File: config.mk
export PLATFORM = sky130hd
export DESIGN_NAME = multicycle_sequencer_flat
export DESIGN_NICKNAME = d
export VERILOG_FILES = /design/src/rtl/multicycle_sequencer_pkg.sv /design/src/rtl/multicycle_sequencer_if.sv /design/src/rtl/multicycle_sequencer_seq_decode.sv /design/src/rtl/multicycle_sequencer.sv /design/src/flat_wrapper.sv
export SDC_FILE = /design/constraint.sdc
export NUM_CORES = 1
export LEC_CHECK = 0
export ABC_AREA = 1
export ABC_CLOCK_PERIOD_IN_PS = 1600
export CORE_MARGIN = 5
export CORE_UTILIZATION = 45
export DETAILED_ROUTE_END_ITERATION = 8
export PLACE_DENSITY = 0.74
export SLEW_MARGIN = 20
export SYNTH_ARGS = -nofsm -noshare
export SYNTH_HDL_FRONTEND = slang
export SYNTH_HIERARCHICAL = 1
export SYNTH_SLANG_ARGS = --single-unit
File: constraint.sdc
create_clock -name clk -period 1.6 [get_ports clk]
set_clock_uncertainty 0.15 [all_clocks]
set_input_delay 0.24 -clock clk [delete_from_list [all_inputs] [get_ports clk]]
set_output_delay 0.24 -clock clk [all_outputs]
set_load 0.005 [all_outputs]
File: src/rtl/multicycle_sequencer_pkg.sv
// Shared types and constants for the multi-cycle control sequencer.
package multicycle_sequencer_pkg;

  typedef enum logic [2:0] {
    ST_IDLE   = 3'd0,
    ST_FETCH  = 3'd1,
    ST_DECODE = 3'd2,
    ST_EXEC   = 3'd3,
    ST_MEM    = 3'd4,
    ST_WB     = 3'd5
  } state_t;

  localparam logic [10:0] OP_ADD  = 11'b10001011000;
  localparam logic [10:0] OP_SUB  = 11'b11001011000;
  localparam logic [10:0] OP_AND  = 11'b10001010000;
  localparam logic [10:0] OP_ORR  = 11'b10101010000;
  localparam logic [10:0] OP_XOR  = 11'b11001010000;
  localparam logic [10:0] OP_LDUR = 11'b11111000010;
  localparam logic [10:0] OP_STUR = 11'b11111000000;

  // Memory ops use the ALU purely for address add.
  localparam logic [2:0] ALU_MEM = 3'b000;

  typedef struct packed {
    logic       alusrc;
    logic       reg2loc;
    logic [2:0] aluop;
    logic       memtoreg;
    logic       is_mem;
    logic       is_store;
  } dec_t;

  typedef struct packed {
    logic pc_wen;
    logic ir_wen;
    logic wen;
    logic mem_req;
    logic memwrite;
    logic busy;
  } strobe_t;

  // Strobe pattern shown while the FSM sits in state s.
  function automatic strobe_t strobes_for(state_t s, logic is_store);
    strobe_t st;
    st = '0;
    case (s)
      ST_FETCH: begin
        st.pc_wen = 1'b1;
        st.ir_wen = 1'b1;
        st.busy   = 1'b1;
      end
      ST_DECODE, ST_EXEC: st.busy = 1'b1;
      ST_MEM: begin
        st.mem_req  = 1'b1;
        st.memwrite = is_store;
        st.busy     = 1'b1;
      end
      ST_WB: begin
        st.wen  = 1'b1;
        st.busy = 1'b1;
      end
      default: st = '0;
    endcase
    return st;
  endfunction

endpackage

File: src/rtl/multicycle_sequencer_if.sv
// Handshake and control bundle between the instruction side and the sequencer.
interface multicycle_sequencer_if #(parameter int CNT_W = 16);
  logic             run;
  logic [10:0]      opcode;
  logic             mem_ack;
  logic             pc_wen;
  logic             ir_wen;
  logic             wen_cntrl;
  logic             alusrc_cntrl;
  logic             reg2loc_cntrl;
  logic             memtoreg_cntrl;
  logic [2:0]       aluop_cntrl;
  logic             mem_req;
  logic             memwrite_cntrl;
  logic             busy;
  logic [CNT_W-1:0] retired;

  modport master (
    output run, opcode, mem_ack,
    input  pc_wen, ir_wen, wen_cntrl, alusrc_cntrl, reg2loc_cntrl,
           memtoreg_cntrl, aluop_cntrl, mem_req, memwrite_cntrl, busy, retired
  );

  modport slave (
    input  run, opcode, mem_ack,
    output pc_wen, ir_wen, wen_cntrl, alusrc_cntrl, reg2loc_cntrl,
           memtoreg_cntrl, aluop_cntrl, mem_req, memwrite_cntrl, busy, retired
  );
endinterface

File: src/rtl/multicycle_sequencer_seq_decode.sv
// Combinational opcode decode into static datapath controls.
module seq_decode
  import multicycle_sequencer_pkg::*;
(
  input  logic [10:0] opcode,
  output dec_t        dec
);

  // Loads/stores get the immediate ALU path; everything else is treated as R-type.
  always_comb begin
    dec          = '0;
    dec.aluop    = opcode[2:0];
    dec.memtoreg = 1'b1;
    case (opcode)
      OP_LDUR: begin
        dec.alusrc   = 1'b1;
        dec.aluop    = ALU_MEM;
        dec.memtoreg = 1'b0;
        dec.is_mem   = 1'b1;
      end
      OP_STUR: begin
        dec.alusrc   = 1'b1;
        dec.reg2loc  = 1'b1;
        dec.aluop    = ALU_MEM;
        dec.memtoreg = 1'b0;
        dec.is_mem   = 1'b1;
        dec.is_store = 1'b1;
      end
      default: ;
    endcase
  end

endmodule

File: src/rtl/multicycle_sequencer.sv
// Multi-cycle control sequencer: FSM, latched static controls, retire counter.
//   state  | meaning
//   IDLE   | waiting for run
//   FETCH  | PC increment + IR load
//   DECODE | static controls captured at end of cycle
//   EXEC   | ALU cycle, no strobes
//   MEM    | data-memory request held until ack
//   WB     | register-file write, retire
module multicycle_sequencer
  import multicycle_sequencer_pkg::*;
#(
  parameter int CNT_W = 16
) (
  input logic                    clk,
  input logic                    rst,
  multicycle_sequencer_if.slave  bus
);

  state_t           state, next_state;
  strobe_t          strb;
  dec_t             dec;
  dec_t             ctl;
  logic [CNT_W-1:0] retired_q;
  logic             retire;

  seq_decode u_decode (
    .opcode (bus.opcode),
    .dec    (dec)
  );

  // Next-state selection; run is only looked at in IDLE and at retire.
  always_comb begin
    next_state = state;
    case (state)
      ST_IDLE:   next_state = bus.run ? ST_FETCH : ST_IDLE;
      ST_FETCH:  next_state = ST_DECODE;
      ST_DECODE: next_state = ST_EXEC;
      ST_EXEC:   next_state = ctl.is_mem ? ST_MEM : ST_WB;
      ST_MEM: begin
        if (bus.mem_ack) begin
          if (ctl.is_store) next_state = bus.run ? ST_FETCH : ST_IDLE;
          else              next_state = ST_WB;
        end
      end
      ST_WB:     next_state = bus.run ? ST_FETCH : ST_IDLE;
      default:   next_state = ST_IDLE;
    endcase
  end

  assign retire = (state == ST_WB) || (state == ST_MEM && bus.mem_ack && ctl.is_store);

  // State register with strobes pre-computed from the next state, so they come straight off flops.
  always_ff @(posedge clk or posedge rst) begin
    if (rst) begin
      state <= ST_IDLE;
      strb  <= '0;
    end else begin
      state <= next_state;
      strb  <= strobes_for(next_state, ctl.is_store);
    end
  end

  // Static controls captured once per instruction on the DECODE->EXEC edge.
  always_ff @(posedge clk or posedge rst) begin
    if (rst)                    ctl <= '0;
    else if (state == ST_DECODE) ctl <= dec;
  end

  // Retired-instruction counter, wraps naturally.
  always_ff @(posedge clk or posedge rst) begin
    if (rst)         retired_q <= '0;
    else if (retire) retired_q <= retired_q + 1'b1;
  end

  assign bus.pc_wen         = strb.pc_wen;
  assign bus.ir_wen         = strb.ir_wen;
  assign bus.wen_cntrl      = strb.wen;
  assign bus.mem_req        = strb.mem_req;
  assign bus.memwrite_cntrl = strb.memwrite;
  assign bus.busy           = strb.busy;
  assign bus.alusrc_cntrl   = ctl.alusrc;
  assign bus.reg2loc_cntrl  = ctl.reg2loc;
  assign bus.aluop_cntrl    = ctl.aluop;
  assign bus.memtoreg_cntrl = ctl.memtoreg;
  assign bus.retired        = retired_q;

endmodule

File: src/flat_wrapper.sv
// flat-port wrapper written by rule: the top's interface ports become plain ports
module multicycle_sequencer_flat import multicycle_sequencer_pkg::*;
#(
  parameter int CNT_W = 16
)
  (clk, rst, bus_run, bus_opcode, bus_mem_ack, bus_pc_wen, bus_ir_wen, bus_wen_cntrl, bus_alusrc_cntrl, bus_reg2loc_cntrl, bus_memtoreg_cntrl, bus_aluop_cntrl, bus_mem_req, bus_memwrite_cntrl, bus_busy, bus_retired);
  multicycle_sequencer_if #(.CNT_W(CNT_W)) bus_i ();
  input logic clk;
  input logic rst;
  input wire logic [$bits(bus_i.run)-1:0] bus_run;
  input wire logic [$bits(bus_i.opcode)-1:0] bus_opcode;
  input wire logic [$bits(bus_i.mem_ack)-1:0] bus_mem_ack;
  output wire logic [$bits(bus_i.pc_wen)-1:0] bus_pc_wen;
  output wire logic [$bits(bus_i.ir_wen)-1:0] bus_ir_wen;
  output wire logic [$bits(bus_i.wen_cntrl)-1:0] bus_wen_cntrl;
  output wire logic [$bits(bus_i.alusrc_cntrl)-1:0] bus_alusrc_cntrl;
  output wire logic [$bits(bus_i.reg2loc_cntrl)-1:0] bus_reg2loc_cntrl;
  output wire logic [$bits(bus_i.memtoreg_cntrl)-1:0] bus_memtoreg_cntrl;
  output wire logic [$bits(bus_i.aluop_cntrl)-1:0] bus_aluop_cntrl;
  output wire logic [$bits(bus_i.mem_req)-1:0] bus_mem_req;
  output wire logic [$bits(bus_i.memwrite_cntrl)-1:0] bus_memwrite_cntrl;
  output wire logic [$bits(bus_i.busy)-1:0] bus_busy;
  output wire logic [$bits(bus_i.retired)-1:0] bus_retired;
  assign bus_i.run = bus_run;
  assign bus_i.opcode = bus_opcode;
  assign bus_i.mem_ack = bus_mem_ack;
  assign bus_pc_wen = bus_i.pc_wen;
  assign bus_ir_wen = bus_i.ir_wen;
  assign bus_wen_cntrl = bus_i.wen_cntrl;
  assign bus_alusrc_cntrl = bus_i.alusrc_cntrl;
  assign bus_reg2loc_cntrl = bus_i.reg2loc_cntrl;
  assign bus_memtoreg_cntrl = bus_i.memtoreg_cntrl;
  assign bus_aluop_cntrl = bus_i.aluop_cntrl;
  assign bus_mem_req = bus_i.mem_req;
  assign bus_memwrite_cntrl = bus_i.memwrite_cntrl;
  assign bus_busy = bus_i.busy;
  assign bus_retired = bus_i.retired;
  multicycle_sequencer #(.CNT_W(CNT_W)) u_core (.clk(clk), .rst(rst), .bus(bus_i));
endmodule
==> Word level (Yosys, flattened, before mapping) <==
Index checks and enable logic that the tools add are counted.
{ "word_totals": {"register_bits": 32, "word_cells": 45} }
{ "classes": {"n_addsub": 1, "reduce_logical": 7, "eq_ne": 12, "n_mux": 12} }
{ "ops": {"columns": ["cell", "n"], "rows": [
  ["11-bit == test (second input constant)", 2],
  ["16-bit by 1-bit adder with 16-bit output (second input constant)", 1],
  ["3-bit one-hot mux with 5 select lines", 1],
  ["3-bit by 2-bit == test with 1-bit output (second input constant)", 4],
  ["3-bit == test (second input constant)", 4],
  ["3-bit by 1-bit == test with 1-bit output (second input constant)", 2],
  ["1-bit 2-to-1 mux", 6],
  ["3-bit 2-to-1 mux", 2],
  ["5-bit 2-to-1 mux", 1],
  ["5-bit OR reduction", 1],
  ["2-bit 2-to-1 mux", 2],
  ["2-bit OR reduction", 2],
  ["3-bit logical NOT", 1],
  ["1-bit logical AND", 2],
  ["1-bit logical OR", 1]
]} }

==> Depth between registers and ports, before layout <==
{ "logic_depth": {"word_depth": 7, "ltp_mapped": 9, "mapped_depth_nobuf": 8} }

==> Modules after synthesis <==
The synthesis kept the hierarchy.
{ "by_module_without_submodules": {"columns": ["module", "n_inst", "cells_per_inst", "area_each_um2"], "rows": [
  ["multicycle_sequencer", 1, 189, 1602.8],
  ["seq_decode", 1, 17, 102.6]
]} }

==> Worst setup path before layout <==
OpenSTA, ideal clock, no wires.
{ "synth_timing": {"kind": "register to register", "from": "reg u_core.retired_q[0], in the netlist u_core/bus.retired[0]", "to": "reg u_core.retired_q[10], in the netlist u_core/bus.retired[10]", "synth_period_minus_slack_ns": 1.447, "t_required_ns": 1.329, "t_arrival_ns": 1.175, "path_stages_with_launch": 7, "n_path_buf": 0, "path_slack_ns": 0.153, "setup_ns": 0.121, "path_cell_list": "dfrtp_1 ha_1 nand2_1 nor2_1 nand3_2 o21bai_1 nand2_1"} }
{ "synth_between": {"elab_chain_cells": 1} }
{ "synth_lines": {"columns": ["item", "line_no", "rtl"], "rows": [
  ["start: declaration", "multicycle_sequencer.sv:23", "logic [CNT_W-1:0] retired_q;"],
  ["start signal: assignment", "multicycle_sequencer.sv:72", "else if (retire) retired_q <= retired_q + 1'b1;"],
  ["16-bit by 1-bit adder with 16-bit output", "multicycle_sequencer.sv:72", null]
]} }
Every way passes these cells.
A chain may end at the register's enable or synchronous reset.

==> Final worst setup path <==
{ "layout_timing": {"from": "reg u_core.retired_q[15], in the netlist u_core/bus.retired[15]", "to": "out bus_retired[15]"} }
{ "layout_lines": {"columns": ["item", "line_no", "rtl"], "rows": [
  ["end: declaration", "flat_wrapper.sv:23", "output wire logic [$bits(bus_i.retired)-1:0] bus_retired;"]
]} }
No word-level cell between the ends.

==> results.toml <==
[outcome]
status = "finished, final reports clean"

[synth]
syn_inst = 206
ys_seq_area_share_pct = 47.0
synth-simple-area-share_pct = 30.7
yosys_warnings = 6
yosysMostFrequentCell = "nand2_1"
ys.flop_type = "dfrtp_1"
synth_nets = 222
synth_seq_cells = 32
synth.distinct_cells = 27
synth_compound_area_share_pct = 2.86
synthAdderAreaFrac_pct = 0.734
synth.top_cells.by_count = "nand2_1 (54), dfrtp_1 (32), inv_1 (27)"
synthArstFlopShare_pct = 100
syn_avg_cell_area_um2 = 8.28
synth_top_family_by_area = "simple AND/OR/NAND/NOR gates"
ys_top_cells_by_area = "dfrtp_1 (47%), nand2_1 (12%), inv_1 (5.9%)"
yosysTopAreaCellShare_pct = 47.0
synth_edf_count = 0
yosys.area.top_type = "dfrtp_1"
synthMuxAreaShare_pct = 3.96
synth-xor-area-share_pct = 4.11
synthesis.area_um2 = 1710

[worst_setup_path]
critPathKind = "flop to primary output"
crit_required_ns = 1.21
cp_data_arrival_time_ns = 1.17
crit_fanout = 3
endpoint_kind = "primary output"
path_delay_family = "buffers and inverters"
path_buf_inv = 1
max_stage_delay_ns = 0.51
cpMaxStageDelayCell = "clkdlybuf4s50_1"
cp-start-kind = "flop"
r2r_cells = 6
worstPathCellList = "clkdlybuf4s50_1"
cp.depth = 1

[drt]
route.vias.total = 1532
routedWlPerCell_um = 11.7
drt-total-wl_um = 3710
drt_iter0_drc = 111
ant_nets = 0
drcViolationCount = 0
vias_per_cell = 4.82
drt_first_pass_iters = 4

[floorplanning]
initial_core_util_pct = 46.6
core_area_um2 = 3660
fp.dieArea_um2 = 5120
row_count = 22
die_h_um = 71.6
die_w_um = 71.6
pin_count = 43

[clock_tree]
cts_tree = "built"
clk_latency_ns = 0.28
ctsHoldBuffers = 0
clockBufferDepth = 2
clk_pin_slew_ns = 0.06
cts.sinks = 32
htree_num_levels = 2
clockRootBuffer = "clkbuf_8"
numCtsBuffers = 5

[sta]
finalSetupTns_ns = 0
finalSetupViolations = 0
slew_headroom_pct = 79.8
tightest_slew_ns = 0.300
setup_ws_ns = 0.0431
max_freq_mhz = 642
drv_slew = 0
hold_viol = 0
min_period_ns = 1.56
hold_slack_ns = 0.156
post-route-period-util_pct = 97.3

[finish]
nets = 285
drive_gt1_share_pct = 21.1
syn_to_final_growth_pct = 42.5
antenna_cells = 0
fillers = 316
postLayoutCoreUtil_pct = 66.4

[placed_design]
pre_cts_ws_ns = -0.0988
port_buffers = 42
gp_congestion = 0.915
dp_hpwl_um = 2700

[power_and_ir_drop]
vdd_ir_drop_max_mv = 0.900
p_leak_nw = 1.20
power_mw = 2.96
power_density_nw_per_um2 = 1220

[global_route]
antenna_found_initial = 0
grt_start_max_net_pins = 33
grt_overflow = 0
grt.total_usage_pct = 15.3
grt_pass1_vias = 1554
grt_pass1_wl_um = 6290

[flow_run]
cap_violations = 0

[worst_hold_path]
hold_class = "primary input to async pin"
per-layer routing:
layer,vias up,wire [um],global-route usage (%)
met4,0,57,4.18
li1,760,-,-
met5,-,0,0
met3,8,294,6.17
met2,49,1820,27.4
met1,715,1530,16.5
worst paths after layout:
kind                                            from                        end  slack (ns)
max                           u_core/bus.retired[15]            bus_retired[15]        0.04
min                                              rst  u_core/bus.aluop_cntrl[0]        0.16
max reg2reg                    u_core/bus.retired[3]      u_core/bus.retired[7]        0.11
min reg2reg                u_core/bus.aluop_cntrl[0]  u_core/bus.aluop_cntrl[0]        0.36
max in group asynchronous                        rst      u_core/bus.retired[8]        0.95
min in group clk           u_core/bus.aluop_cntrl[0]  u_core/bus.aluop_cntrl[0]        0.36
registers in the layout, summed over array words and instances (netlist names):
name,count
u_core/bus.busy,1
u_core/bus.reg2loc_cntrl,1
u_core/bus.wen_cntrl,1
u_core/bus.memtoreg_cntrl,1
u_core/bus.memwrite_cntrl,1
u_core/ctl,2
u_core/bus.alusrc_cntrl,1
u_core/state,3
u_core/bus.ir_wen,1
u_core/bus.aluop_cntrl,3
u_core/bus.mem_req,1
u_core/bus.retired,16
layout make-up:
cell class	instances	area, um2	share of cell area, %
flip-flops and latches	32	803	33.1
well taps	48	60.1	2.47
inverters	30	113	4.63
repair buffers	66	631	26.0
multi-input cells	134	733	30.2
clock buffers	8	90.1	3.71
cell usage in the layout (no fill, tap or decap), types with 4 or more instances in the layout:
master           synthesis  final
nand4_1                  9      9
clkbuf_8                 0      6
inv_1                   27     27
nand2_1                 54     54
nor2_2                   3      4
xnor2_1                  4      4
xor2_1                   4      4
buf_4                    6     21
nand3_2                  4      4
nor2_1                  23     21
nand3_1                 11     11
clkdlybuf4s50_1          0     37
dfrtp_1                 32     30
mux2_2                   6      6
repair_timing:
action                     in CTS  in global routing
gates resized for setup         6                  5
buffers inserted               11                  3
setup endpoints to repair      13                  7
cell families (layout without fill, tap and decap cells):
family                     count (synthesis)  in the layout
xor gates and xnor gates                   8              8
buffers and inverters                     40            104
muxes                                      6              6
adders and majority gates                  1              1
DFF                                       32             32
and+or+nand+nor                          111            111
AOI/OAI and AO/OA                          8              8
per-stage QoR:
| stage | area, um2 | instances |
|---|---|---|
| floorplan | 1710 | 206 |
| global placement | 2220 | 296 |
| detailed placement | 2220 | 296 |
| CTS | 2390 | 315 |
| global route | 2430 | 318 |
| finish | 2430 | 318 |
report_power, final:
part	switching, mW	internal [mW]	leakage [nW]	total, mW
clock	0.280	0.350	0.0455	0.631
sequential	0.128	1.01	0.396	1.13
combinational	0.569	0.630	0.759	1.20
(Power assumes the default switching activity.)
